--- src/rtl/probe_axi_arb.sv ---
// -----------------------------------------------------------------------------
// probe_axi_arb
//
// Two-requester AXI-lite arbiter. It shares one AXI-lite master port between
// requester 0 (UART probe bus master) and requester 1 (second on-chip master).
// The owner keeps the port for one complete transaction: AR->R for a read, or
// AW+W->B for a write. Owners alternate round-robin when both requesters ask
// at once. Inside one requester, a pending read is served before a pending
// write. Apart from one cycle of arbitration latency the block is transparent.
//
// Ports
//   clk, m_aresetn            clock (rising edge), async active-low reset
//   s0_axi_* / s1_axi_*       requester slave ports (AR, R, AW, W, B)
//   m_axi_*                   shared master port towards the interconnect
//   grant[1:0]                one-hot current owner, 2'b00 when idle
//   busy                      a transaction is in progress
// -----------------------------------------------------------------------------
module probe_axi_arb (
    input  logic        clk,
    input  logic        m_aresetn,

    // requester 0
    input  logic [31:0] s0_axi_araddr,
    input  logic [2:0]  s0_axi_arsize,
    input  logic        s0_axi_arvalid,
    output logic        s0_axi_arready,
    output logic [31:0] s0_axi_rdata,
    output logic [1:0]  s0_axi_rresp,
    output logic        s0_axi_rvalid,
    input  logic        s0_axi_rready,
    input  logic [31:0] s0_axi_awaddr,
    input  logic [2:0]  s0_axi_awsize,
    input  logic        s0_axi_awvalid,
    output logic        s0_axi_awready,
    input  logic [31:0] s0_axi_wdata,
    input  logic [3:0]  s0_axi_wstrb,
    input  logic        s0_axi_wvalid,
    output logic        s0_axi_wready,
    output logic [1:0]  s0_axi_bresp,
    output logic        s0_axi_bvalid,
    input  logic        s0_axi_bready,

    // requester 1
    input  logic [31:0] s1_axi_araddr,
    input  logic [2:0]  s1_axi_arsize,
    input  logic        s1_axi_arvalid,
    output logic        s1_axi_arready,
    output logic [31:0] s1_axi_rdata,
    output logic [1:0]  s1_axi_rresp,
    output logic        s1_axi_rvalid,
    input  logic        s1_axi_rready,
    input  logic [31:0] s1_axi_awaddr,
    input  logic [2:0]  s1_axi_awsize,
    input  logic        s1_axi_awvalid,
    output logic        s1_axi_awready,
    input  logic [31:0] s1_axi_wdata,
    input  logic [3:0]  s1_axi_wstrb,
    input  logic        s1_axi_wvalid,
    output logic        s1_axi_wready,
    output logic [1:0]  s1_axi_bresp,
    output logic        s1_axi_bvalid,
    input  logic        s1_axi_bready,

    // shared master port
    output logic [31:0] m_axi_araddr,
    output logic [2:0]  m_axi_arsize,
    output logic        m_axi_arvalid,
    input  logic        m_axi_arready,
    input  logic [31:0] m_axi_rdata,
    input  logic [1:0]  m_axi_rresp,
    input  logic        m_axi_rvalid,
    output logic        m_axi_rready,
    output logic [31:0] m_axi_awaddr,
    output logic [2:0]  m_axi_awsize,
    output logic        m_axi_awvalid,
    input  logic        m_axi_awready,
    output logic [31:0] m_axi_wdata,
    output logic [3:0]  m_axi_wstrb,
    output logic        m_axi_wvalid,
    input  logic        m_axi_wready,
    input  logic [1:0]  m_axi_bresp,
    input  logic        m_axi_bvalid,
    output logic        m_axi_bready,

    output logic [1:0]  grant,
    output logic        busy
);

    typedef enum logic [1:0] {
        IDLE = 2'd0,
        RD   = 2'd1,
        WR   = 2'd2
    } state_t;

    state_t state, state_d;
    logic   g, g_d;             // granted requester index
    logic   lw, lw_d;           // last winner, loses the next tie
    logic   ar_done, ar_done_d;
    logic   aw_done, aw_done_d;
    logic   w_done, w_done_d;

    // Requester-side handshakes for the granted requester only.
    logic   gr_arready, gr_rvalid, gr_awready, gr_wready, gr_bvalid;

    // ------------------------------------------------------------------
    // Arbitration
    // ------------------------------------------------------------------
    logic req0, req1, win, win_arvalid;

    assign req0 = s0_axi_arvalid | s0_axi_awvalid;
    assign req1 = s1_axi_arvalid | s1_axi_awvalid;

    // A tie goes to the requester that did not win last time.
    assign win         = (req0 & req1) ? ~lw : req1;
    assign win_arvalid = win ? s1_axi_arvalid : s0_axi_arvalid;

    // ------------------------------------------------------------------
    // Granted-requester view. In IDLE the select falls back to requester 0;
    // the muxed values are don't-care there because every valid is low.
    // ------------------------------------------------------------------
    logic sel;
    assign sel = (state == IDLE) ? 1'b0 : g;

    logic sg_arvalid, sg_rready, sg_awvalid, sg_wvalid, sg_bready;

    assign sg_arvalid = sel ? s1_axi_arvalid : s0_axi_arvalid;
    assign sg_rready  = sel ? s1_axi_rready  : s0_axi_rready;
    assign sg_awvalid = sel ? s1_axi_awvalid : s0_axi_awvalid;
    assign sg_wvalid  = sel ? s1_axi_wvalid  : s0_axi_wvalid;
    assign sg_bready  = sel ? s1_axi_bready  : s0_axi_bready;

    assign m_axi_araddr = sel ? s1_axi_araddr : s0_axi_araddr;
    assign m_axi_arsize = sel ? s1_axi_arsize : s0_axi_arsize;
    assign m_axi_awaddr = sel ? s1_axi_awaddr : s0_axi_awaddr;
    assign m_axi_awsize = sel ? s1_axi_awsize : s0_axi_awsize;
    assign m_axi_wdata  = sel ? s1_axi_wdata  : s0_axi_wdata;
    assign m_axi_wstrb  = sel ? s1_axi_wstrb  : s0_axi_wstrb;

    // ------------------------------------------------------------------
    // State register
    // ------------------------------------------------------------------
    // NOTE: state uses non-blocking assignments and an async reset term in
    // the sensitivity list, so an abandoned transaction drops immediately.
    always_ff @(posedge clk or negedge m_aresetn) begin
        if (!m_aresetn) begin
            state   <= IDLE;
            g       <= 1'b0;
            lw      <= 1'b1;
            ar_done <= 1'b0;
            aw_done <= 1'b0;
            w_done  <= 1'b0;
        end else begin
            state   <= state_d;
            g       <= g_d;
            lw      <= lw_d;
            ar_done <= ar_done_d;
            aw_done <= aw_done_d;
            w_done  <= w_done_d;
        end
    end

    // ------------------------------------------------------------------
    // Next state and channel control
    // ------------------------------------------------------------------
    // NOTE: every signal written here gets a default first, so no path
    // through the case statement leaves one unassigned (no latches).
    always_comb begin
        state_d       = state;
        g_d           = g;
        lw_d          = lw;
        ar_done_d     = ar_done;
        aw_done_d     = aw_done;
        w_done_d      = w_done;
        m_axi_arvalid = 1'b0;
        m_axi_rready  = 1'b0;
        m_axi_awvalid = 1'b0;
        m_axi_wvalid  = 1'b0;
        m_axi_bready  = 1'b0;
        gr_arready    = 1'b0;
        gr_rvalid     = 1'b0;
        gr_awready    = 1'b0;
        gr_wready     = 1'b0;
        gr_bvalid     = 1'b0;

        unique case (state)
            IDLE: begin
                if (req0 | req1) begin
                    g_d     = win;
                    lw_d    = win;
                    // Read beats write inside the same requester.
                    state_d = win_arvalid ? RD : WR;
                end
            end

            RD: begin
                // AR is forwarded once; R is a straight pass-through.
                m_axi_arvalid = sg_arvalid & ~ar_done;
                gr_arready    = m_axi_arready & ~ar_done;
                if (m_axi_arvalid & m_axi_arready)
                    ar_done_d = 1'b1;

                gr_rvalid    = m_axi_rvalid;
                m_axi_rready = sg_rready;
                if (m_axi_rvalid & sg_rready) begin
                    state_d   = IDLE;
                    ar_done_d = 1'b0;
                end
            end

            WR: begin
                // AW and W complete independently, in either order.
                m_axi_awvalid = sg_awvalid & ~aw_done;
                gr_awready    = m_axi_awready & ~aw_done;
                if (m_axi_awvalid & m_axi_awready)
                    aw_done_d = 1'b1;

                m_axi_wvalid = sg_wvalid & ~w_done;
                gr_wready    = m_axi_wready & ~w_done;
                if (m_axi_wvalid & m_axi_wready)
                    w_done_d = 1'b1;

                gr_bvalid    = m_axi_bvalid;
                m_axi_bready = sg_bready;
                if (m_axi_bvalid & sg_bready) begin
                    state_d   = IDLE;
                    aw_done_d = 1'b0;
                    w_done_d  = 1'b0;
                end
            end

            default: begin
                state_d = IDLE;
            end
        endcase
    end

    // ------------------------------------------------------------------
    // Requester-side outputs. The gr_* terms are already zero in IDLE.
    // ------------------------------------------------------------------
    assign s0_axi_arready = gr_arready & ~g;
    assign s1_axi_arready = gr_arready &  g;
    assign s0_axi_rvalid  = gr_rvalid  & ~g;
    assign s1_axi_rvalid  = gr_rvalid  &  g;
    assign s0_axi_awready = gr_awready & ~g;
    assign s1_axi_awready = gr_awready &  g;
    assign s0_axi_wready  = gr_wready  & ~g;
    assign s1_axi_wready  = gr_wready  &  g;
    assign s0_axi_bvalid  = gr_bvalid  & ~g;
    assign s1_axi_bvalid  = gr_bvalid  &  g;

    // Read data and responses are broadcast; only the valids are steered.
    assign s0_axi_rdata = m_axi_rdata;
    assign s1_axi_rdata = m_axi_rdata;
    assign s0_axi_rresp = m_axi_rresp;
    assign s1_axi_rresp = m_axi_rresp;
    assign s0_axi_bresp = m_axi_bresp;
    assign s1_axi_bresp = m_axi_bresp;

    assign busy  = (state != IDLE);
    assign grant = busy ? {g, ~g} : 2'b00;

endmodule

--- config.mk ---
export PLATFORM = sky130hd
export DESIGN_NAME = probe_axi_arb
export DESIGN_NICKNAME = d
export VERILOG_FILES = /design/src/rtl/probe_axi_arb.sv
export SDC_FILE = /design/constraint.sdc
export NUM_CORES = 1
export LEC_CHECK = 0
export ABC_AREA = 1
export CORE_AREA = 2 2 181 183
export DETAILED_ROUTE_END_ITERATION = 8
export DIE_AREA = 0 0 183 185
export PLACE_DENSITY = 0.42
export SYNTH_ARGS = -nofsm -noshare
export SYNTH_HDL_FRONTEND = slang
export SYNTH_SLANG_ARGS = --single-unit
--- constraint.sdc ---
create_clock -name clk -period 1.75 [get_ports clk]
set_clock_uncertainty 0.05 [all_clocks]
set_input_delay 0.35 -clock clk [delete_from_list [all_inputs] [get_ports clk]]
set_output_delay 0.35 -clock clk [all_outputs]
set_load 0.01 [all_outputs]
==> flow_summary.json <==
{
  "slew_headroom_pct": 73.4,
  "critPathLaunchType": "flip-flop",
  "wire_length_of_the_first_global_routing_pass_um": 26000,
  "grt_use_total_pct": 10.1,
  "run_status": "complete, but fails checks",
  "end_kind": "output pin",
  "net_count_after_synthesis": 781,
  "synth_seq_cells": 7,
  "failed_checks": "negative setup slack",
  "detail_route.wirelength_um": 19300,
  "power_density_mw_per_mm2": 1490,
  "cp_common_cell": "sky130_fd_sc_hd__buf_12",
  "antenna_found_initial": 0,
  "grt_setup_unrepaired": "yes",
  "grt_overflow": 0,
  "vias": 4373,
  "nets": 1155,
  "clk_lat_worst_skew_ns": 0.23,
  "worstPathCellList": "o21ai_4 -> buf_12 -> buf_12 -> buf_16 -> buf_6 -> nand2_4 -> nand3_2 -> nor2_2 -> buf_2",
  "critical_path_required_ns": 1.35,
  "placement.setup.worst_slack_ns": -0.479,
  "clock_tree_from_tritoncts": "done",
  "design.die.area_mm2": 0.0339,
  "clock_tree_buffer_depth": 2,
  "final.setup.tns_ns": -26.30,
  "share_of_final_layout_standard_cells_stronger_than_drive_strength_1_pct": 44.8,
  "first_global_vias": 4363,
  "syn-mean-instance-area_um2": 4.73,
  "simple_gate_portion_of_the_synthesized_area_pct": 58.6,
  "cts.sink_count": 7,
  "synth_compound_gate_area_share_pct": 2.97,
  "synth.cell_area_mm2": 0.00244,
  "post_cts_hold_buffer_count": 0,
  "number_of_core_rows": 66,
  "fill_cells": 3642,
  "sequential_cell_area_um2": 176,
  "chipHeight_um": 185,
  "finalCriticalPeriod_ns": 2.04,
  "tightestPinTransition_ns": 0.398,
  "drt.antenna.violating_nets": 0,
  "average_vias_per_placed_instance": 3.37,
  "synth_xor_area_share_pct": 0,
  "drt-pass1-iter-count": 4,
  "finalHoldViolCount": 0,
  "synthesized_netlist_cell_count": 516,
  "timing.hold.ws_ns": 0.364,
  "hold_class": "in -> async",
  "area_delta_synth_final_pct": 209,
  "synth_sequential_area_ratio_pct": 7.22,
  "timing.max_cap.violations": 0,
  "drt_initial_violations": 99,
  "reg2regPathDepth": 14,
  "grt_start_max_net_pins": 16,
  "power.leakage_nw": 3.71,
  "fp.dieW_um": 183,
  "placed_cells_incl_taps": 1236,
  "r2r-start": "g$_DFFE_PN0P_",
  "critPathArrivalTime_ns": 1.64,
  "insertedDiodeCount": 0,
  "post-route-period-util_pct": 117,
  "gp_congestion": 0.754,
  "clk_pin_slew_worst_paths_ns": 0.04,
  "clock_tree.root_cell": "sky130_fd_sc_hd__clkbuf_16",
  "coreArea_mm2": 0.0320,
  "worst_path_max_delay_cell": "sky130_fd_sc_hd__dfrtp_1",
  "timing.critical_path.from": "state[0]$_DFFE_PN0P_",
  "synthAdderAreaFrac_pct": 0,
  "synth_top_family_by_area": "simple AND/OR/NAND/NOR gates",
  "io_buffer_count": 352,
  "yosys_warnings": 0,
  "i_o_pin_count": 461,
  "totalPowerFinal_w": 0.0112,
  "max_freq_mhz": 489,
  "setup_viol": 114,
  "floorplan.initialDensity_pct": 7.62,
  "finalMaxSlewViolations": 0,
  "cts_htree_levels": 1,
  "ir_drop_uv": 553,
  "stdcell_count": 1297,
  "setup_crit_path_kind": "reg -> out",
  "crit_path_max_incr_delay_ns": 0.41,
  "fin_ws_ns": -0.295,
  "post_synth_num_cell_types": 17,
  "routedWlPerCell_um": 14.9,
  "multi_input_comb_area_mm2": 0.00210,
  "synthMuxAreaShare_pct": 0,
  "biggest_fanout_along_the_worst_timing_path": 6,
  "remaining_drc_errors": 0,
  "dp_hpwl_um": 13300,
  "cts_inserted_buffers": 3
}
## routing by layer
layer | routed length (um) | vias to the layer above | GRT usage (%)
met5 | 0 | - | 0
met4 | 303 | 0 | 1.73
met3 | 1390 | 27 | 2.22
met2 | 9600 | 203 | 18.5
met1 | 8050 | 1922 | 12.2
li1 | - | 2221 | -
## synth_stat cells
library cell / n / area share, %
sky130_fd_sc_hd__clkbuf_1: 7 / 1.1
sky130_fd_sc_hd__dfrtp_1: 6 / 6.1
sky130_fd_sc_hd__a31oi_1: 1 / 0.26
sky130_fd_sc_hd__nor3_1: 5 / 1.0
sky130_fd_sc_hd__o21ai_0: 7 / 1.4
sky130_fd_sc_hd__buf_2: 12 / 2.5
sky130_fd_sc_hd__o211ai_1: 1 / 0.31
sky130_fd_sc_hd__nor2_1: 22 / 3.4
sky130_fd_sc_hd__nand4_1: 1 / 0.26
sky130_fd_sc_hd__inv_2: 1 / 0.15
sky130_fd_sc_hd__o21ai_4: 1 / 0.67
sky130_fd_sc_hd__o21bai_1: 1 / 0.31
sky130_fd_sc_hd__nand3_1: 6 / 1.2
sky130_fd_sc_hd__buf_4: 78 / 24
sky130_fd_sc_hd__inv_1: 23 / 3.5
sky130_fd_sc_hd__nand2_1: 343 / 53
sky130_fd_sc_hd__dfstp_2: 1 / 1.1
## cell type report
type,count,share of cell area (%)
multi-input combinational,388,27.8
clock inverter,1,0.0663
clock buffer,3,0.995
sequential,7,2.34
inverter,24,1.51
tap,408,6.76
timing repair buffer,466,60.6
## layout by cell type, fill, tap and decap left out, types with 2 or more instances in the layout
| cell type | Yosys | routed |
|---|---|---|
| sky130_fd_sc_hd__nor2_4 | 0 | 5 |
| sky130_fd_sc_hd__buf_4 | 78 | 42 |
| sky130_fd_sc_hd__buf_12 | 0 | 14 |
| sky130_fd_sc_hd__clkbuf_16 | 0 | 7 |
| sky130_fd_sc_hd__nand2_4 | 0 | 29 |
| sky130_fd_sc_hd__buf_2 | 12 | 97 |
| sky130_fd_sc_hd__o21ai_1 | 0 | 2 |
| sky130_fd_sc_hd__buf_16 | 0 | 11 |
| sky130_fd_sc_hd__nor2_2 | 0 | 4 |
| sky130_fd_sc_hd__buf_8 | 0 | 6 |
| sky130_fd_sc_hd__o21ai_0 | 7 | 3 |
| sky130_fd_sc_hd__nand2_1 | 343 | 211 |
| sky130_fd_sc_hd__nor2_1 | 22 | 13 |
| sky130_fd_sc_hd__inv_1 | 23 | 17 |
| sky130_fd_sc_hd__o21ai_4 | 1 | 3 |
| sky130_fd_sc_hd__nand3_1 | 6 | 4 |
| sky130_fd_sc_hd__clkdlybuf4s50_1 | 0 | 228 |
| sky130_fd_sc_hd__nor3_1 | 5 | 4 |
| sky130_fd_sc_hd__dfrtp_1 | 6 | 6 |
| sky130_fd_sc_hd__nand2_2 | 0 | 102 |
| sky130_fd_sc_hd__inv_2 | 1 | 4 |
| sky130_fd_sc_hd__buf_6 | 0 | 63 |
## through the flow
stage | cell area (um^2) | utilization, %
6_report | 7550 | 23.6
5_1_grt | 7550 | 23.6
4_1_cts | 7110 | 22.2
3_5_place_dp | 6320 | 19.7
3_3_place_gp | 6320 | 19.7
2_1_floorplan | 2440 | -
## flip-flops by register name (all words and copies together) (netlist names)
name     flops
aw_done      1
g            1
w_done       1
lw           1
ar_done      1
state        2
## worst max-delay path: cells and delay by family, from the launching register on
| family | cells | cell delay [ns] |
|---|---|---|
| flip-flops | 1 | 0.41 |
| buffers and inverters | 5 | 0.68 |
| AO/OA/AOI/OAI | 1 | 0.17 |
| AND/OR/NAND/NOR | 3 | 0.14 |
## path summary, 6_finish.rpt
path | to | slack (ns)
min in group clk | lw$_DFFE_PN1P_ | 0.41
max in group asynchronous | lw$_DFFE_PN1P_ | 0.97
hold reg to reg | lw$_DFFE_PN1P_ | 0.41
setup / recovery | m_axi_arvalid | -0.29
hold / removal | state[0]$_DFFE_PN0P_ | 0.36
setup reg to reg | aw_done$_DFFE_PN0P_ | -0.13
## power breakdown
part	internal, W	switching (W)
Sequential	0.000252	0.0000744
Combinational	0.00557	0.00493
Clock	0.000300	0.0000936
Total	0.00612	0.00509
## cells by family (layout without fill, tap and decap cells)
family,Yosys count,count (layout)
buffers and inverters,121,494
AO/OA/AOI/OAI,11,11
flip-flops,7,7
AND/OR/NAND/NOR,377,377
## repair_timing
action,CTS,global route
gates resized for setup,702,96
buffers inserted,38,11
pin swaps,47,42
setup endpoints to repair,124,126
gates cloned,11,4
Note: power is estimated with default switching activity, not from simulation.
